**src/rtl/sram_access_mon.sv**
```systemverilog
// sram_access_mon: per-layer SRAM access statistics with a valid/ready report; SRAM_MON_UNINIT_CHK_EN builds the uninitialised-read bitmap
module sram_access_mon #(
  parameter int NUM_PORTS   = 2,
  parameter int ADDR_WIDTH  = 8,
  parameter int CNT_WIDTH   = 16,
  parameter int LAYER_WIDTH = 8
) (
  input  logic                            clk,
  input  logic                            rst,
  input  logic [NUM_PORTS-1:0]            en,
  input  logic [NUM_PORTS-1:0]            we,
  input  logic [NUM_PORTS*ADDR_WIDTH-1:0] addr,
  input  logic                            layer_done,
  output logic                            rpt_valid,
  input  logic                            rpt_ready,
  output logic [LAYER_WIDTH-1:0]          rpt_layer_idx,
  output logic [CNT_WIDTH-1:0]            rpt_rd_cnt,
  output logic [CNT_WIDTH-1:0]            rpt_wr_cnt,
  output logic [CNT_WIDTH-1:0]            rpt_uninit_cnt,
  output logic [CNT_WIDTH-1:0]            rpt_conflict_cnt,
  output logic                            err_uninit,
  output logic                            err_conflict,
  output logic                            rpt_overrun
);
  localparam int W = CNT_WIDTH + 4;
  localparam logic [CNT_WIDTH-1:0] MAX = '1;
  typedef enum logic {COUNT, REPORT} state_t;
  state_t state, state_nx;
  logic [NUM_PORTS-1:0] rd, wr;
  logic [ADDR_WIDTH-1:0] a [NUM_PORTS];
  logic [W-1:0] rd_inc, wr_inc;
  logic conflict, load, drop;
  logic [CNT_WIDTH-1:0] rd_cnt, wr_cnt, cf_cnt, rd_sum, wr_sum, cf_sum;
  logic [LAYER_WIDTH-1:0] layer_idx;

  function automatic logic [CNT_WIDTH-1:0] sat(input logic [CNT_WIDTH-1:0] c, input logic [W-1:0] i);
    logic [W-1:0] s;
    s = W'(c) + i;
    return (s > W'(MAX)) ? MAX : s[CNT_WIDTH-1:0];
  endfunction

  always_comb begin
    rd = en & ~we;
    wr = en & we;
    rd_inc = '0;
    wr_inc = '0;
    conflict = 1'b0;
    for (int p = 0; p < NUM_PORTS; p++) begin
      a[p] = addr[p*ADDR_WIDTH +: ADDR_WIDTH];
      rd_inc = rd_inc + W'(rd[p]);
      wr_inc = wr_inc + W'(wr[p]);
    end
    // one conflict per cycle regardless of how many addresses collide
    for (int p = 0; p < NUM_PORTS; p++)
      for (int q = p + 1; q < NUM_PORTS; q++)
        if (wr[p] && wr[q] && a[p] == a[q]) conflict = 1'b1;
  end

  assign rd_sum = sat(rd_cnt, rd_inc);
  assign wr_sum = sat(wr_cnt, wr_inc);
  assign cf_sum = sat(cf_cnt, W'(conflict));
  assign load = layer_done && (state == COUNT || rpt_ready);
  assign drop = layer_done && state == REPORT && !rpt_ready;
  assign rpt_valid = state == REPORT;

  always_comb begin
    state_nx = state;
    state_nx = (state == COUNT) ? (layer_done ? REPORT : COUNT)
                                : ((rpt_ready && !layer_done) ? COUNT : REPORT);
  end

  always_ff @(posedge clk or posedge rst) begin
    if (rst) begin
      state <= COUNT;
      rd_cnt <= '0;
      wr_cnt <= '0;
      cf_cnt <= '0;
      layer_idx <= '0;
      err_conflict <= 1'b0;
      rpt_overrun <= 1'b0;
      rpt_layer_idx <= '0;
      rpt_rd_cnt <= '0;
      rpt_wr_cnt <= '0;
      rpt_conflict_cnt <= '0;
    end else begin
      state <= state_nx;
      rd_cnt <= layer_done ? '0 : rd_sum;
      wr_cnt <= layer_done ? '0 : wr_sum;
      cf_cnt <= layer_done ? '0 : cf_sum;
      layer_idx <= layer_idx + LAYER_WIDTH'(layer_done);
      err_conflict <= conflict;
      if (drop) rpt_overrun <= 1'b1;
      if (load) begin
        rpt_layer_idx <= layer_idx;
        rpt_rd_cnt <= rd_sum;
        rpt_wr_cnt <= wr_sum;
        rpt_conflict_cnt <= cf_sum;
      end
    end
  end

`ifdef SRAM_MON_UNINIT_CHK_EN
  logic [2**ADDR_WIDTH-1:0] bm;
  logic [W-1:0] un_inc;
  logic [CNT_WIDTH-1:0] un_cnt, un_sum;

  // same-cycle writes do not initialise: lookup uses the registered bitmap
  always_comb begin
    un_inc = '0;
    for (int p = 0; p < NUM_PORTS; p++) un_inc = un_inc + W'(rd[p] & ~bm[a[p]]);
  end

  assign un_sum = sat(un_cnt, un_inc);

  always_ff @(posedge clk or posedge rst) begin
    if (rst) begin
      bm <= '0;
      un_cnt <= '0;
      rpt_uninit_cnt <= '0;
      err_uninit <= 1'b0;
    end else begin
      err_uninit <= |un_inc;
      un_cnt <= layer_done ? '0 : un_sum;
      if (load) rpt_uninit_cnt <= un_sum;
      if (layer_done) bm <= '0;
      else
        for (int p = 0; p < NUM_PORTS; p++)
          if (wr[p]) bm[a[p]] <= 1'b1;
    end
  end
`else
  assign rpt_uninit_cnt = '0;
  assign err_uninit = 1'b0;
`endif
endmodule

```
**config.mk**
```make
export PLATFORM = sky130hd
export DESIGN_NAME = sram_access_mon
export DESIGN_NICKNAME = d
export VERILOG_FILES = /design/src/rtl/sram_access_mon.sv
export SDC_FILE = /design/constraint.sdc
export NUM_CORES = 1
export LEC_CHECK = 0
export BUFFER_PORTS_ARGS = -buffer_cell sky130_fd_sc_hd__buf_4
export CORE_ASPECT_RATIO = 1.5
export CORE_MARGIN = 10
export CORE_UTILIZATION = 33
export DETAILED_ROUTE_END_ITERATION = 10
export GPL_TIMING_DRIVEN = 0
export PLACE_DENSITY = 0.54
export SKIP_CTS_REPAIR_TIMING = 1
export SYNTH_ARGS = -nofsm -noshare
export SYNTH_HDL_FRONTEND = slang
export SYNTH_SLANG_ARGS = --single-unit
```
**constraint.sdc**
```tcl
create_clock -name clk -period 5.2 [get_ports clk]
set_input_delay 0.78 -clock clk [delete_from_list [all_inputs] [get_ports clk]]
set_output_delay 0.78 -clock clk [all_outputs]
set_load 0.1 [all_outputs]
```
==> results.cfg <==
[setup_path]
rr_worst_depth = 6
most_common_cell_type_on_the_critical_path = sky130_fd_sc_hd__ha_1
crit_required_ps = 5530
worstSetupStartpointType = input pin
cpLargestDelayFamily = simple AND/OR/NAND/NOR gates
critical_path_cell_count = 12
rrSetupSlack_ps = 2850
cp_num_buf_inv = 2
critPathLaunch = addr[15]
crit_fanout = 9
timing.setup.critical_path_class = input pin to flop
crit_arrival_ps = 3350
cp_slowest_cell = sky130_fd_sc_hd__or4_4
reg2reg_from = wr_cnt[0]
worstSetupEndpoint = rpt_conflict_cnt[7]
crit-reg2reg-capture = rpt_wr_cnt[9]
worstSetupEndpointType = flop
slowest_delay_ps = 570
crit_chain = buf_4 > xnor2_1 > nand4_1 > nor4_1 > and4_1 > ha_1 > ha_1 > nand3_4 > or4_4 > buf_6 > o21a_1 > o21ai_2

[sta]
post-route-min-period_ps = 3019
finalSetupViolCount = 0
max_slew_margin = 0.5995
clock_skew_ps = 6.193
final_max_slew_viol_count = 0
layout_worst_path_cycle_share = 0.5805
timing.setup.tns_ps = 0
worst_hold_slack_ps = 378.4
tightestPinTransition_ps = 600.8
maxClockFrequency_mhz = 331.3
final-hold-violation-count = 0
grt_setup_unrepaired = false

[logic_synthesis]
yosys_warnings = 0
synth-seq-cells = 115
netlist_top_cells_count = 115 x sky130_fd_sc_hd__dfrtp_1, 76 x sky130_fd_sc_hd__nand2_1, 60 x sky130_fd_sc_hd__nor2_1, 34 x sky130_fd_sc_hd__o21ai_0, 24 x sky130_fd_sc_hd__a21oi_1
post_synth_fa_ha_maj_area_fraction = 0.02154
synthMuxAreaShare = 0.01522
netlist.top_cell.by_area = sky130_fd_sc_hd__dfrtp_1
ys_seq_area_frac = 0.5384
synth.top_cells.by_area = sky130_fd_sc_hd__dfrtp_1 54%, sky130_fd_sc_hd__nand2_1 5.3%, sky130_fd_sc_hd__nor2_1 4.2%
combinational_family_with_the_most_area_after_synthesis = simple AND/OR/NAND/NOR gates
synth_cells = 537
post-synth-top-area-fraction = 0.5384
synth.distinct_cells = 57
ys_async_sr_fraction = 1.000
mapped_avg_cell_area_sq_um = 9.954
synth_enable_flop_cells = 0
dominantRegCellSynth = sky130_fd_sc_hd__dfrtp_1
synth_compound_gate_area_share = 0.1145
synth_area_sq_um = 5345
synth_simple_gate_area_frac = 0.2090
top_count_cell_post_synth = sky130_fd_sc_hd__dfrtp_1
synth_xor_xnor_area_share = 0.04916

[finish]
fillers = 1552
fin_util = 0.4387
drive_gt1_frac = 0.2216
finalInstanceArea_sq_um = 6917
final_net_count = 687
areaGrowthSynthToFinish_pct = 29.40
regArea_sq_um = 2878
multi_input_comb_area_sq_um = 2252
antenna-diode-count = 0
layout.cells.non_filler = 871

[run]
max_cap_violations = 0

[clocking]
clkTransAtPathRegs_ps = 50
numCtsBuffers = 17
worstSkewPairLatency_ps = 400
cts_h_tree_lvls = 4
root_buffer = sky130_fd_sc_hd__clkbuf_16
cts_sinks = 115
tritoncts = yes
cts.path.max_buffers = 2

[placed_design]
portBuffers = 82
routabilityCongestion = 0.8173
post-place-cells = 839
dpl_cell_area_sq_um = 6307
detailed_place_hpwl_microns = 10460

[global_routing]
grt_remaining_overflow = 0
groute.usage.overall = 0.1323
grt_pass1_vias = 4504
pin_count_of_the_biggest_net_entering_global_routing = 77
first_pass_grt_wire_length_microns = 22680
initial_antenna_violation_count = 0

[routing]
antenna_violating_nets_post_route = 0
drt_drc_violations_left = 0
initialDrtViolationCount = 263
detail_route.wirelength_microns = 13860
wl_per_cell_microns = 15.91
count_of_tritonroute_iterations_in_the_first_routing_pass = 4
routed-via-count = 4256
detail_route.vias_per_cell = 4.886

[die]
initial_cell_density_of_the_core = 0.3390
dieWidth_microns = 123.9
core_area_sq_um = 15770
fp.dieArea_sq_um = 21790
std_cell_rows = 56
ios = 100
die_height_microns = 175.9

[pwr]
p_leak_uw = 0.003213
pwr_density_cell_nw_per_um2 = 407.1
worst_ir_drop_on_vdd_v = 0.0001875

[worst_hold_path]
timing.hold.worst.class = input pin to asynchronous set/reset pin

[outcome]
run_status = complete, no violations
==> worst min-delay path by stage <==
stage | cells after the start | start | to
after floorplan | 2 | layer_idx[0] | rpt_layer_idx[0]
after global placement | 1 | rpt_overrun | rpt_overrun
after detailed placement | 2 | rpt_layer_idx[7] | rpt_layer_idx[7]
after CTS | 2 | rst | err_conflict
after global routing | 2 | rst | cf_cnt[13]
final | 2 | rst | cf_cnt[14]
==> layout by cell type (no fill, tap or decap), types with 6 or more instances in the layout <==
master,count
sky130_fd_sc_hd__ha_1,6
sky130_fd_sc_hd__buf_4,100
sky130_fd_sc_hd__clkbuf_16,17
sky130_fd_sc_hd__clkbuf_1,22
sky130_fd_sc_hd__a21oi_1,24
sky130_fd_sc_hd__a31oi_1,17
sky130_fd_sc_hd__conb_1,17
sky130_fd_sc_hd__nor3_1,13
sky130_fd_sc_hd__and4_1,8
sky130_fd_sc_hd__nand2_1,76
sky130_fd_sc_hd__mux2i_1,7
sky130_fd_sc_hd__nor4_1,9
sky130_fd_sc_hd__xnor2_1,17
sky130_fd_sc_hd__nand3_1,12
sky130_fd_sc_hd__nor2_1,60
sky130_fd_sc_hd__inv_1,11
sky130_fd_sc_hd__clkinv_2,6
sky130_fd_sc_hd__dfrtp_1,115
sky130_fd_sc_hd__nand4_1,15
sky130_fd_sc_hd__xor2_1,13
sky130_fd_sc_hd__o21ai_0,34
==> layer usage <==
layer | vias to the layer above | share of wire | track usage
met1 | 2062 | 0.41 | 0.1443
met2 | 104 | 0.52 | 0.2301
li1 | 2081 | - | -
met5 | - | 0 | 0
met4 | 0 | 0.012 | 0.05823
met3 | 9 | 0.063 | 0.03756
==> worst reg2reg max path, cell delays in order, from the launching register on <==
cell and delay, ps:
sky130_fd_sc_hd__dfrtp_1 350, sky130_fd_sc_hd__fa_1 300, sky130_fd_sc_hd__ha_1 240, sky130_fd_sc_hd__nand3_1 310
sky130_fd_sc_hd__nor4_4 610, sky130_fd_sc_hd__nand2_2 230, sky130_fd_sc_hd__a31oi_1 220
==> stage by stage <==
stage	total power, uW	worst slack (ps)
finish	2816	2181
global route	2923	1973
CTS	2854	2134
detailed placement	1638	1702
global placement	1626	50.10
floorplan	1491	1376
==> where the power goes <==
| group | switching (uW) | internal (uW) |
|---|---|---|
| combinational | 472 | 123 |
| sequential | 52.9 | 966 |
| clock | 392 | 810 |
==> state kept, by name (all words and copies together), names as in the netlist <==
signal            count
err_conflict          1
rpt_rd_cnt           16
rpt_overrun           1
rpt_layer_idx         8
rpt_wr_cnt           16
cf_cnt               16
wr_cnt               16
layer_idx             8
rpt_conflict_cnt     16
rd_cnt               16
rpt_valid             1
==> cell families after synthesis <==
group / after synthesis
buffers and inverters: 53
AOI/OAI and AO/OA: 102
other: 1
muxes: 8
and+or+nand+nor: 220
xor gates and xnor gates: 30
adders and majority gates: 8
DFF: 115
==> cell type report <==
cell class / instances / share of cell area
repair buffers: 83 / 0.09298
clock inverters: 11 / 0.02297
inverters: 12 / 0.007236
clock buffers: 21 / 0.06512
well taps: 203 / 0.03672
plain buffers: 41 / 0.03329
flip-flops and latches: 115 / 0.4161
multi-input cells: 385 / 0.3256
(Power assumes the default switching activity.)
